### src/rtl/mem_req_agent.sv
`default_nettype none
// ============================================================================
// Module   : mem_req_agent
// Purpose  : Buffers master commands, arbitrates for the shared memory bus and
//            issues one command per grant; tracks read returns with a timeout.
// Revision : 1.0 - initial release
// ============================================================================
module mem_req_agent #(
    parameter int ADDR_W  = 16,
    parameter int DATA_W  = 32,
    parameter int DEPTH   = 4,
    parameter int TIMEOUT = 64
) (
    input  logic              clk,
    input  logic              rst,
    input  logic              cmd_valid,
    output logic              cmd_ready,
    input  logic              cmd_we,
    input  logic [ADDR_W-1:0] cmd_addr,
    input  logic [DATA_W-1:0] cmd_wdata,
    output logic              req,
    input  logic              grant,
    output logic              mem_cmd_valid,
    output logic              mem_cmd_we,
    output logic [ADDR_W-1:0] mem_cmd_addr,
    output logic [DATA_W-1:0] mem_cmd_wdata,
    input  logic              mem_rd_valid,
    input  logic [DATA_W-1:0] mem_rd_data,
    output logic              rsp_valid,
    output logic [DATA_W-1:0] rsp_data,
    output logic              rsp_err,
    output logic              busy
);

    localparam int c_PTR_W = $clog2(DEPTH);
    localparam int c_CNT_W = c_PTR_W + 1;
    localparam int c_TO_W  = $clog2(TIMEOUT);

    localparam logic [c_CNT_W-1:0] c_FULL    = c_CNT_W'(DEPTH);
    localparam logic [c_TO_W-1:0]  c_TO_LAST = c_TO_W'(TIMEOUT - 1);

    localparam logic [2:0] c_S_IDLE    = 3'd0;
    localparam logic [2:0] c_S_REQ     = 3'd1;
    localparam logic [2:0] c_S_ISSUE   = 3'd2;
    localparam logic [2:0] c_S_WAIT_RD = 3'd3;
    localparam logic [2:0] c_S_RESP    = 3'd4;

    logic [2:0]         r_state;
    logic [c_CNT_W-1:0] r_count;
    logic [c_PTR_W-1:0] r_wr_ptr;
    logic [c_PTR_W-1:0] r_rd_ptr;
    logic [c_TO_W-1:0]  r_tcnt;

    logic              r_fifo_we    [DEPTH];
    logic [ADDR_W-1:0] r_fifo_addr  [DEPTH];
    logic [DATA_W-1:0] r_fifo_wdata [DEPTH];

    logic w_push;
    logic w_pop;
    logic w_nonempty;

    assign cmd_ready  = !rst && (r_count != c_FULL);
    assign w_push     = cmd_valid && cmd_ready;
    assign w_pop      = (r_state == c_S_REQ) && grant;
    assign w_nonempty = (r_count != '0);
    assign busy       = (r_state != c_S_IDLE) || w_nonempty;

    // Storage needs no reset: the count alone decides which entries are live.
    always_ff @(posedge clk) begin
        if (w_push) begin
            r_fifo_we[r_wr_ptr]    <= cmd_we;
            r_fifo_addr[r_wr_ptr]  <= cmd_addr;
            r_fifo_wdata[r_wr_ptr] <= cmd_wdata;
        end
    end

    always_ff @(posedge clk or posedge rst) begin
        if (rst) begin
            r_count  <= '0;
            r_wr_ptr <= '0;
            r_rd_ptr <= '0;
        end else begin
            if (w_push) r_wr_ptr <= r_wr_ptr + c_PTR_W'(1);
            if (w_pop)  r_rd_ptr <= r_rd_ptr + c_PTR_W'(1);
            case ({w_push, w_pop})
                2'b10:   r_count <= r_count + c_CNT_W'(1);
                2'b01:   r_count <= r_count - c_CNT_W'(1);
                default: r_count <= r_count;
            endcase
        end
    end

    always_ff @(posedge clk or posedge rst) begin
        if (rst) begin
            r_state       <= c_S_IDLE;
            r_tcnt        <= '0;
            req           <= 1'b0;
            mem_cmd_valid <= 1'b0;
            mem_cmd_we    <= 1'b0;
            mem_cmd_addr  <= '0;
            mem_cmd_wdata <= '0;
            rsp_valid     <= 1'b0;
            rsp_data      <= '0;
            rsp_err       <= 1'b0;
        end else begin
            // Bus fields default to zero so several agents can be OR-combined.
            mem_cmd_valid <= 1'b0;
            mem_cmd_we    <= 1'b0;
            mem_cmd_addr  <= '0;
            mem_cmd_wdata <= '0;
            rsp_valid     <= 1'b0;
            case (r_state)
                c_S_IDLE: begin
                    if (w_nonempty) begin
                        r_state <= c_S_REQ;
                        req     <= 1'b1;
                    end
                end
                c_S_REQ: begin
                    if (grant) begin
                        r_state       <= c_S_ISSUE;
                        req           <= 1'b0;
                        mem_cmd_valid <= 1'b1;
                        mem_cmd_we    <= r_fifo_we[r_rd_ptr];
                        mem_cmd_addr  <= r_fifo_addr[r_rd_ptr];
                        mem_cmd_wdata <= r_fifo_wdata[r_rd_ptr];
                    end
                end
                c_S_ISSUE: begin
                    // mem_cmd_we still holds the issued command's direction here.
                    if (!mem_cmd_we) begin
                        r_state <= c_S_WAIT_RD;
                        r_tcnt  <= '0;
                    end else if (w_nonempty) begin
                        r_state <= c_S_REQ;
                        req     <= 1'b1;
                    end else begin
                        r_state <= c_S_IDLE;
                    end
                end
                c_S_WAIT_RD: begin
                    if (mem_rd_valid) begin
                        r_state   <= c_S_RESP;
                        rsp_valid <= 1'b1;
                        rsp_data  <= mem_rd_data;
                        rsp_err   <= 1'b0;
                    end else if (r_tcnt == c_TO_LAST) begin
                        r_state   <= c_S_RESP;
                        rsp_valid <= 1'b1;
                        rsp_data  <= '0;
                        rsp_err   <= 1'b1;
                    end else begin
                        r_tcnt <= r_tcnt + c_TO_W'(1);
                    end
                end
                c_S_RESP: begin
                    if (w_nonempty) begin
                        r_state <= c_S_REQ;
                        req     <= 1'b1;
                    end else begin
                        r_state <= c_S_IDLE;
                    end
                end
                default: begin
                    r_state <= c_S_IDLE;
                    req     <= 1'b0;
                end
            endcase
        end
    end

endmodule
`default_nettype wire
### config.mk
export PLATFORM = sky130hd
export DESIGN_NAME = mem_req_agent
export DESIGN_NICKNAME = d
export VERILOG_FILES = /design/src/rtl/mem_req_agent.sv
export SDC_FILE = /design/constraint.sdc
export NUM_CORES = 1
export LEC_CHECK = 0
export ABC_AREA = 1
export CAP_MARGIN = 20
export CORE_MARGIN = 8
export CORE_UTILIZATION = 45
export CTS_CLUSTER_SIZE = 12
export DETAILED_ROUTE_END_ITERATION = 12
export GPL_TIMING_DRIVEN = 1
export PLACE_DENSITY_LB_ADDON = 0.05
export SLEW_MARGIN = 30
export SYNTH_ARGS = -nofsm -noshare
export SYNTH_HDL_FRONTEND = slang
export SYNTH_SLANG_ARGS = --single-unit
### constraint.sdc
create_clock -name clk -period 9.95 [get_ports clk]
set_clock_uncertainty 0.05 [all_clocks]
set_input_delay 2.4875 -clock clk [delete_from_list [all_inputs] [get_ports clk]]
set_output_delay 2.4875 -clock clk [all_outputs]
set_load 0.005 [all_outputs]
### Yosys cells after proc, flatten, opt, wreduce, memory -nomap -nowiden

Memory sizes are Yosys's and may differ from the RTL's.
Cells that the tools add are included.

* add/subtract/negate cells: 5
* reduce and logical (&&, ||, !) cells: 16
* multiplexer cells: 33
* bitwise logic cells: 1
* equal/unequal tests: 15

Operators by type and width (count)
* $mux 32: 4
* $mux 16: 2
* $mux 6: 3
* $mux 1: 15
* $pmux 3 s5: 1
* $mux 3: 4
* $ne 2x2->1 const B: 6
* $pmux 6 s2: 1
* $add 6x1->6 const B: 1
* $eq 3x2->1 const B: 2
* $eq 6x6->1 const B: 1
* $ne 3x3->1 const B: 2
* $pmux 3 s2: 1
* $reduce_and 3->1: 2
* $reduce_bool 2->1: 3
* $reduce_bool 3->1: 2
* $add 2x1->2 const B: 2
* $pmux 1 s4: 1
* $reduce_and 4->1: 1
* $add 3x1->3 const B: 1
* $eq 3x1->1 const B: 1
* $eq 3x3->1 const B: 1
* $logic_and 1x1->1: 3
* $logic_not 3->1: 1
* other kinds (9): 9

* memories kept: 3
* flip-flop bits (word level): 101
* input port bits: 86
* word-level logic and storage cells: 86
* bits in writable memories: 196
* output and inout port bits: 87

Memories
* r_fifo_wdata: depth 4, width 32, rd ports 1, clocked after Yosys merged registers in 0, wr ports 1, RTL line 56 `logic [DATA_W-1:0] r_fifo_wdata [DEPTH];`
* r_fifo_addr: depth 4, width 16, rd ports 1, clocked after Yosys merged registers in 0, wr ports 1, RTL line 55 `logic [ADDR_W-1:0] r_fifo_addr [DEPTH];`
* r_fifo_we: depth 4, width 1, rd ports 1, clocked after Yosys merged registers in 0, wr ports 1, RTL line 54 `logic r_fifo_we [DEPTH];`

### Depth between registers and ports, before layout

Gate-level depths: netlist (run 1).

* word-level depth: 5
* gate-level depth with buffers: 9

### Worst setup path before layout (run 1)

Ideal clock, no wire load.

* path type: input -> register
* start point: input rst
* end point: memory r_fifo_addr[0][0], enable pin
* stages on the path: 3
* slack: 4490 ps
* path buffers: 0
* arrival time: 4955 ps
* cells stage by stage: a21oi_1 nand2_1 nor2_1

* cells in the longest elaborated chain, start to end: 5

Ends and longest elaborated chain
* from (decl): RTL line 15 `input logic rst,`
* $logic_not 1->1 (no source line)
* $logic_and 1x1->1: RTL line 62 `assign cmd_ready = !rst && (r_count != c_FULL);`
* $logic_and 1x1->1: RTL line 63 `assign w_push = cmd_valid && cmd_ready;`
* $mux 1: RTL line 70 `if (w_push) begin`
* $mux 1 (implied by the code): RTL line 72 `r_fifo_addr[r_wr_ptr] <= cmd_addr;`
* to (decl): RTL line 55

Every way passes these cells.

### Worst setup path after layout (run 1)

* start point: input rst
* end point: output cmd_ready

* cells in the longest elaborated chain, start to end: 2

Ends and longest elaborated chain
* $logic_not 1->1 (no source line)
* $logic_and 1x1->1: RTL line 62
* to (decl): RTL line 17 `output logic cmd_ready,`

Every way passes these cells.

==> results_dict.tcl, run 1 <==
set metrics [dict create \
    status "completed" \
    dp_hpwl_mm 14.2 \
    cp-start-kind "primary input" \
    grt_start_max_net_pins 83 \
    drv_cap 0 \
    critical_path_class "primary input to output pin" \
    die-area_um2 30200 \
    crit_path_frequent_cell "clkdlybuf4s50_1" \
    io_pins 173 \
    grt_pass1_wl_mm 40.1 \
    setup_viol 0 \
    routed_wirelength_mm 24.8 \
    drive_gt1_share_pct 6.09 \
    initial_core_util_pct 45.9 \
    final_common_cell "nor2_1" \
    coreArea_um2 24400 \
    syn2layout_area_growth_pct 26.2 \
    gp_congestion 0.748 \
    synth-seq-cells 297 \
    cts_root_buf "clkbuf_16" \
    fin_crit_ps 6190 \
    fin_util_pct 58.0 \
    yosysWarnings 0 \
    synth_area_um2 11200 \
    tightest_slew_ps 897 \
    ant_nets 0 \
    grt_use_total_pct 16.4 \
    post_drt_wl_per_cell_um 17.4 \
    crit_fanout 2 \
    maxSlewViolCount 0 \
    rsz0062_at_grt "false" \
    end_kind "output pin" \
    ir_drop_uv 157 \
    hold_end "rsp_data[25]$_DFFE_PP0P_" \
    fmax_mhz 162 \
    vias 7021 \
    hold_viol_final 0 \
    cts_buffers 30 \
    crit_arrival_ps 3650 \
    via_per_inst 4.93 \
    worstSkewPairLatency_ps 550 \
    drt_first_iter_violations 500 \
    rows 57 \
    finalSetupTns_ps 0 \
    clkSlewWorstSetupHoldPaths_ps 60 \
    p_leak_nw 5.44 \
    cts_max_level 1 \
    cts_resized 0 \
    final_cell_mix "209 x nor2_1, 196 x edfxtp_1, 172 x clkdlybuf4s50_1, 99 x nand2_1, 99 x dfrtp_1" \
    synth_area_per_cell_um2 12.3 \
    slowest_stage "clkdlybuf4s50_1" \
    worst-r2r-cell-count 9 \
    r2r-end "r_count[2]$_DFFE_PP0P_" \
    clock-sinks 297 \
    cpLargestDelayFamily "buffers and inverters" \
    cts_hold_buf 0 \
    path_cells "clkdlybuf4s50_1 > a21oi_1 > clkdlybuf4s50_1" \
    r2r_slack_ps 7530 \
    io_buffers 172 \
    die_h_um 174 \
    antenna_found_initial 3 \
    hold_start "rsp_data[25]$_DFFE_PP0P_" \
    grt_overflow 0 \
    maxSlewHeadroom_pct 40.2 \
    synth-seq-area-share_pct 75.1 \
    syn_inst 911 \
    dp_slack_ps 3760 \
    worstPathRequired_ps 7410 \
    syn-num-nets 1004 \
    synth.distinct_cells 29 \
    cts_tree "yes" \
    dr.pass1.iters 4 \
    power_w 0.00376 \
    hold_slack_ps 444 \
    r2r-start "r_count[0]$_DFFE_PP0P_" \
    fin_crit_sh_pct 62.2 \
    power_density_nw_per_um2 266 \
    fin_nets 1170 \
    cp_num_buf_inv 2 \
    dieWidth_um 174 \
    hold_class "flop to flop" \
    crit_path_max_incr_delay_ps 530 \
    diodes 0 \
    hold_depth 2 \
    cts_setup_buffers 0 \
    drc_errors 0 \
    clockBufferDepth 3 \
    grt_pass1_vias 7043 \
    fin_ws_ps 3760 \
]
==> synth_stat cells, drive strengths merged <==
master / n / share of area (%)
buf: 32 / 1.6
o21ai: 104 / 4.6
clkbuf: 15 / 0.50
xnor2: 1 / 0.078
fa: 1 / 0.18
or2: 1 / 0.056
dfrtp: 101 / 23
ha: 6 / 0.67
xor2: 4 / 0.31
inv: 29 / 0.97
nor2: 215 / 7.4
nor3b: 1 / 0.067
nand3b: 2 / 0.13
nand3: 43 / 2.0
and2: 1 / 0.056
mux2i: 1 / 0.089
a21oi: 55 / 2.5
nand2: 102 / 3.5
edfxtp: 196 / 53
nand4: 1 / 0.056
==> worst max-delay path by stage <==
stage          startpoint                     endpoint  depth (start not counted)
6_report              rst                    cmd_ready                          3
5_1_grt               rst                    cmd_ready                          3
4_1_cts               rst                    cmd_ready                          3
3_5_place_dp          rst                    cmd_ready                          3
3_3_place_gp          rst                    cmd_ready                          3
2_1_floorplan         rst  r_fifo_addr[0][0]$_DFFE_PP_                          3
==> worst min-delay path: cells and delay by family (launching register included) <==
kind	cells	cell delay (ps)
AND/OR/NAND/NOR	2	120
flip-flops	1	340
==> state kept, by name (all words and copies together), names as in the netlist, 2 cells and up <==
signal	flops
r_count	3
r_tcnt	6
r_fifo_we	4
rsp_data	32
r_rd_ptr	2
r_state	3
r_fifo_wdata	128
mem_cmd_wdata	32
mem_cmd_addr	16
r_wr_ptr	2
r_fifo_addr	64
==> routing by layer <==
layer | GRT usage, % | routed length [um] | up-vias
li1 | - | - | 3447
met1 | 22.3 | 11300 | 3346
met2 | 26.2 | 11500 | 190
met3 | 4.55 | 1720 | 32
met4 | 2.99 | 284 | 6
met5 | 0 | 39 | -
==> report_power, final <==
| group | internal, W | switching, W | total [W] |
|---|---|---|---|
| Clock | 0.000629 | 0.000435 | 0.00106 |
| Sequential | 0.00154 | 0.0000959 | 0.00164 |
| Combinational | 0.000439 | 0.000614 | 0.00105 |
| Total | 0.00261 | 0.00115 | 0.00376 |
==> final cells by class <==
class                           instances  area (um2)
Fill cell                            2039       10300
Sequential cell                       297        8420
Multi-Input combinational cell        538        2470
Timing Repair Buffer                  181        1790
Clock buffer                           52         895
Tap cell                              324         405
Inverter                               29         114
Clock inverter                          4        43.8
==> stage by stage <==
step,area [um2],instances
after floorplan,11200,911
after global placement,13200,1369
after detailed placement,13200,1369
after CTS,14100,1425
after global routing,14100,1425
final,14100,1425
==> kinds of logic after synthesis <==
group	share of synthesized area [%]
adder cells (fa/ha/maj)	0.849
AND/OR/NAND/NOR	13.3
buffers and inverters	3.11
XOR/XNOR	0.391
flip-flops	75.1
AO/OA/AOI/OAI	7.10
multiplexers	0.0894
(Power assumes the default switching activity.)
==> run 2: changes to the inputs <==
Clock period 9.95 ns to 5.35 ns, I/O delays scaled along.
==> results_dict.tcl, run 2 (synthesis results as in run 1) <==
set metrics [dict create \
    cpLargestDelayFamily "buffers and inverters" \
    grt_overflow 0 \
    routed_wirelength_mm 25.4 \
    gp_congestion 0.749 \
    cts_root_buf "clkbuf_16" \
    maxSlewViolCount 0 \
    io_buffers 172 \
    via_per_inst 5.03 \
    ant_nets 0 \
    antenna_found_initial 1 \
    fmax_mhz 257 \
    grt_use_total_pct 16.4 \
    syn2layout_area_growth_pct 26.7 \
    clockBufferDepth 3 \
    dp_hpwl_mm 15.1 \
    finalSetupTns_ps 0 \
    drc_errors 0 \
    tightest_slew_ps 934 \
    critical_path_class "primary input to output pin" \
    drt_first_iter_violations 635 \
    cp_num_buf_inv 2 \
    cts_buffers 31 \
    rsz0062_at_grt "false" \
    fin_nets 1173 \
    drv_cap 0 \
    post_drt_wl_per_cell_um 17.8 \
    p_leak_nw 5.47 \
    crit_path_frequent_cell "clkdlybuf4s50_1" \
    drive_gt1_share_pct 6.43 \
    initial_core_util_pct 45.9 \
    crit_fanout 2 \
    cts_tree "yes" \
    fin_crit_ps 3890 \
    clock-sinks 297 \
    worstSkewPairLatency_ps 560 \
    vias 7182 \
    die_h_um 174 \
    fin_util_pct 58.2 \
    status "completed" \
    fin_crit_sh_pct 72.8 \
    hold_class "flop to flop" \
    ir_drop_uv 274 \
    final_cell_mix "209 x nor2_1, 196 x edfxtp_1, 172 x clkdlybuf4s50_1, 99 x nand2_1, 99 x dfrtp_1" \
    setup_viol 0 \
    top_regs "r_fifo_wdata x128, r_fifo_addr x64" \
    slowest_stage "clkdlybuf4s50_1" \
    dpl_cell_area_um2 13200 \
    power_density_nw_per_um2 498 \
    grt_start_max_net_pins 83 \
    dr.pass1.iters 7 \
    path_cells "clkdlybuf4s50_1 > a21oi_1 > clkdlybuf4s50_1" \
    diodes 0 \
    cts_setup_buffers 0 \
    grt_pass1_vias 7192 \
    final_common_cell "nor2_1" \
    hold_viol_final 0 \
    cp-start-kind "primary input" \
    crit_path_max_incr_delay_ps 530 \
    die-area_um2 30200 \
    io_pins 173 \
    cts_resized 0 \
    top_register "r_fifo_wdata" \
    cts_max_level 1 \
    grt_pass1_wl_mm 40.3 \
    worstPathRequired_ps 3960 \
    clkSlewWorstSetupHoldPaths_ps 60 \
    finalInstanceArea_um2 14200 \
    cts_hold_buf 0 \
    crit_arrival_ps 2510 \
    end_kind "output pin" \
    maxSlewHeadroom_pct 37.6 \
    rows 57 \
    power_w 0.00706 \
    coreArea_um2 24400 \
    dieWidth_um 174 \
    largest_reg_flops 128 \
]
run 2: cell count changes in the layout (fill, tap and decap cells not counted), sizes merged:
cell | before | now
buf | 9 | 11
clkbuf | 52 | 50
clkinv | 3 | 6
inv | 29 | 30
run 2: area by class of cell:
type	instances	area [um2]
fillers	2032	10200
flip-flops and latches	297	8420
multi-input cells	538	2470
repair buffers	183	1800
clock buffers	50	897
well taps	324	405
inverters	29	116
clock inverters	8	75.1
run 2: power breakdown:
part / internal, W / switching, W / total [W]
Clock: 0.00119 / 0.000844 / 0.00204
Combinational: 0.000817 / 0.00116 / 0.00197
Sequential: 0.00287 / 0.000185 / 0.00305
Total: 0.00487 / 0.00218 / 0.00706
run 2: worst min-delay path: cells and delay by family, from the launching register on:
family	cells	cell delay (ps)
simple gates	2	130
flops	1	340
run 2: final timing paths:
kind	startpoint	endpoint	slack, ps	cells after the start
setup / recovery	rst	cmd_ready	1460	3
max in group asynchronous	rst	mem_cmd_wdata[12]$_DFF_PP0_	3120	3
min in group asynchronous	rst	mem_cmd_addr[13]$_DFF_PP0_	1240	2
setup reg to reg	r_count[0]$_DFFE_PP0P_	r_fifo_addr[0][8]$_DFFE_PP_	2940	5
hold / removal	rsp_data[1]$_DFFE_PP0P_	rsp_data[1]$_DFFE_PP0P_	450	2
hold reg to reg	rsp_data[1]$_DFFE_PP0P_	rsp_data[1]$_DFFE_PP0P_	450	2
run 2: stage by stage:
step | hold WS [ps] | cells | worst slack [ps]
after floorplan | 418 | 911 | 1040
after global placement | 430 | 1371 | 1460
after detailed placement | 437 | 1371 | 1440
after CTS | 450 | 1429 | 1440
after global routing | 461 | 1429 | 1390
final | 445 | 1429 | 1460
run 2: routing by layer:
| layer | wire, um | vias to the layer above | track usage (%) |
|---|---|---|---|
| met3 | 1670 | 36 | 3.99 |
| met1 | 11500 | 3487 | 22.2 |
| met4 | 448 | 2 | 3.81 |
| met5 | 11 | - | 0 |
| li1 | - | 3443 | - |
| met2 | 11800 | 214 | 26.5 |
==> run 3: changes to the inputs <==
Clock period 5.35 ns to 3.45 ns, I/O delays scaled along.
==> results_dict.tcl, run 3 (synthesis results as in run 1) <==
set metrics [dict create \
    clkSlewWorstSetupHoldPaths_ps 60 \
    cts_setup_buffers 0 \
    antenna_found_initial 1 \
    final_cell_mix "209 x nor2_1, 196 x edfxtp_1, 172 x clkdlybuf4s50_1, 99 x nand2_1, 99 x dfrtp_1" \
    initial_core_util_pct 45.9 \
    cts_max_level 1 \
    io_pins 173 \
    worstPathRequired_ps 2540 \
    ir_drop_uv 519 \
    grt_use_total_pct 16.8 \
    cts_tree "yes" \
    crit_fanout 2 \
    instances_no_fill 1437 \
    grt_start_max_net_pins 102 \
    grt_pass1_vias 7443 \
    rsz0062_at_grt "false" \
    dr.pass1.iters 4 \
    crit_end "cmd_ready" \
    cpLargestDelayFamily "buffers and inverters" \
    drive_gt1_share_pct 7.55 \
    crit_arrival_ps 2020 \
    status "completed" \
    die-area_um2 30200 \
    maxSlewViolCount 0 \
    gp_congestion 0.717 \
    grt_pass1_wl_mm 41.3 \
    fmax_mhz 341 \
    cp-startpoint "rst" \
    route.met3.wl_mm 1.64 \
    cts_buffers 31 \
    grt_overflow 0 \
    syn2layout_area_growth_pct 28.0 \
    slowest_stage "clkdlybuf4s50_1" \
    crit_path_max_incr_delay_ps 530 \
    top_regs "r_fifo_wdata x128, r_fifo_addr x64" \
    diodes 0 \
    hold_viol_final 0 \
    tightest_slew_ps 882 \
    hold_slack_ps 447 \
    largest_reg_flops 128 \
    clockBufferDepth 3 \
    cp_num_buf_inv 2 \
    power_density_nw_per_um2 772 \
    setup_viol 0 \
    cp-start-kind "primary input" \
    drc_errors 0 \
    maxSlewHeadroom_pct 41.2 \
    drt_first_iter_violations 485 \
    cts_resized 0 \
    fin_nets 1181 \
    path_depth 3 \
    fin_crit_ps 2930 \
    vias 7120 \
    final_common_cell "nor2_1" \
    io_buffers 172 \
    drt-met1-wl_mm 11.4 \
    ant_nets 0 \
    dp.cells 1379 \
    hold_class "flop to flop" \
    worst-r2r-cell-count 4 \
    critical_path_class "primary input to output pin" \
    coreArea_um2 24400 \
    post_drt_wl_per_cell_um 17.7 \
    worstSkewPairLatency_ps 570 \
    wl_met2_mm 11.9 \
    p_leak_nw 5.55 \
    power_w 0.0111 \
    r2r_slack_ps 1310 \
    end_kind "output pin" \
    cts_root_buf "clkbuf_16" \
    crit_path_frequent_cell "clkdlybuf4s50_1" \
    top_layer_used "met5" \
    via_per_inst 4.95 \
    path_cells "clkdlybuf4s50_1 > a21oi_1 > clkdlybuf4s50_1" \
    top_register "r_fifo_wdata" \
    die_h_um 174 \
    fin_crit_sh_pct 85.0 \
    clock-sinks 297 \
    rows 57 \
    r2r-start "r_rd_ptr[0]$_DFFE_PP0P_" \
    routed_wirelength_mm 25.4 \
    dp_hpwl_mm 15.6 \
    cts_hold_buf 0 \
    r2r-end "mem_cmd_addr[6]$_DFF_PP0_" \
    dieWidth_um 174 \
    drv_cap 0 \
]
-- run 3: cell types whose count changed in the layout (fill, tap and decap cells not counted), sizes merged --
cell | previous run | this run
clkinv | 6 | 2
clkinvlp | 0 | 1
clkbuf | 50 | 53
buf | 11 | 19
-- run 3: layout make-up --
cell class / instances / area (um2)
fill: 2005 / 10100
sequential: 297 / 8420
multi-input combinational: 538 / 2470
timing repair buffer: 191 / 1910
clock buffer: 53 / 948
tap: 324 / 405
inverter: 29 / 115
clock inverter: 5 / 66.3
-- run 3: worst min-delay path by stage --
stage / slack (ps) / from / end / depth (start not counted)
floorplan: 420 / r_count[0]$_DFFE_PP0P_ / r_count[0]$_DFFE_PP0P_ / 1
global placement: 430 / rsp_data[23]$_DFFE_PP0P_ / rsp_data[23]$_DFFE_PP0P_ / 2
detailed placement: 440 / rsp_data[21]$_DFFE_PP0P_ / rsp_data[21]$_DFFE_PP0P_ / 2
CTS: 450 / rsp_data[23]$_DFFE_PP0P_ / rsp_data[23]$_DFFE_PP0P_ / 2
global route: 480 / rsp_data[2]$_DFFE_PP0P_ / rsp_data[2]$_DFFE_PP0P_ / 2
finish: 450 / rsp_data[21]$_DFFE_PP0P_ / rsp_data[21]$_DFFE_PP0P_ / 2
-- run 3: worst min-delay path, delay by kind of cell (launching register included) --
family | cells | cell delay [ps]
flops | 1 | 340
simple gates | 2 | 130
-- run 3: layer usage --
metal	GRT usage [%]	vias up
met1	22.1	3410
met2	27.3	192
met4	4.10	2
met5	0	-
li1	-	3476
met3	4.31	40
-- run 3: report_power, final --
| group | internal (W) | switching (W) | leakage (nW) |
|---|---|---|---|
| Combinational | 0.00131 | 0.00178 | 1.94 |
| Clock | 0.00193 | 0.00131 | 0.498 |
| Sequential | 0.00444 | 0.000292 | 3.11 |
| Total | 0.00768 | 0.00339 | 5.55 |
-- run 3: through the flow --
stage          TNS (ps)  utilization, %  worst slack [ps]  instance area, um2
2_1_floorplan    -75550               -              -385               11200
3_3_place_gp          0            54.6               523               13300
3_5_place_dp          0            54.6               503               13300
4_1_cts               0            58.8               507               14300
5_1_grt               0            58.8               398               14300
6_report              0            58.8               518               14300
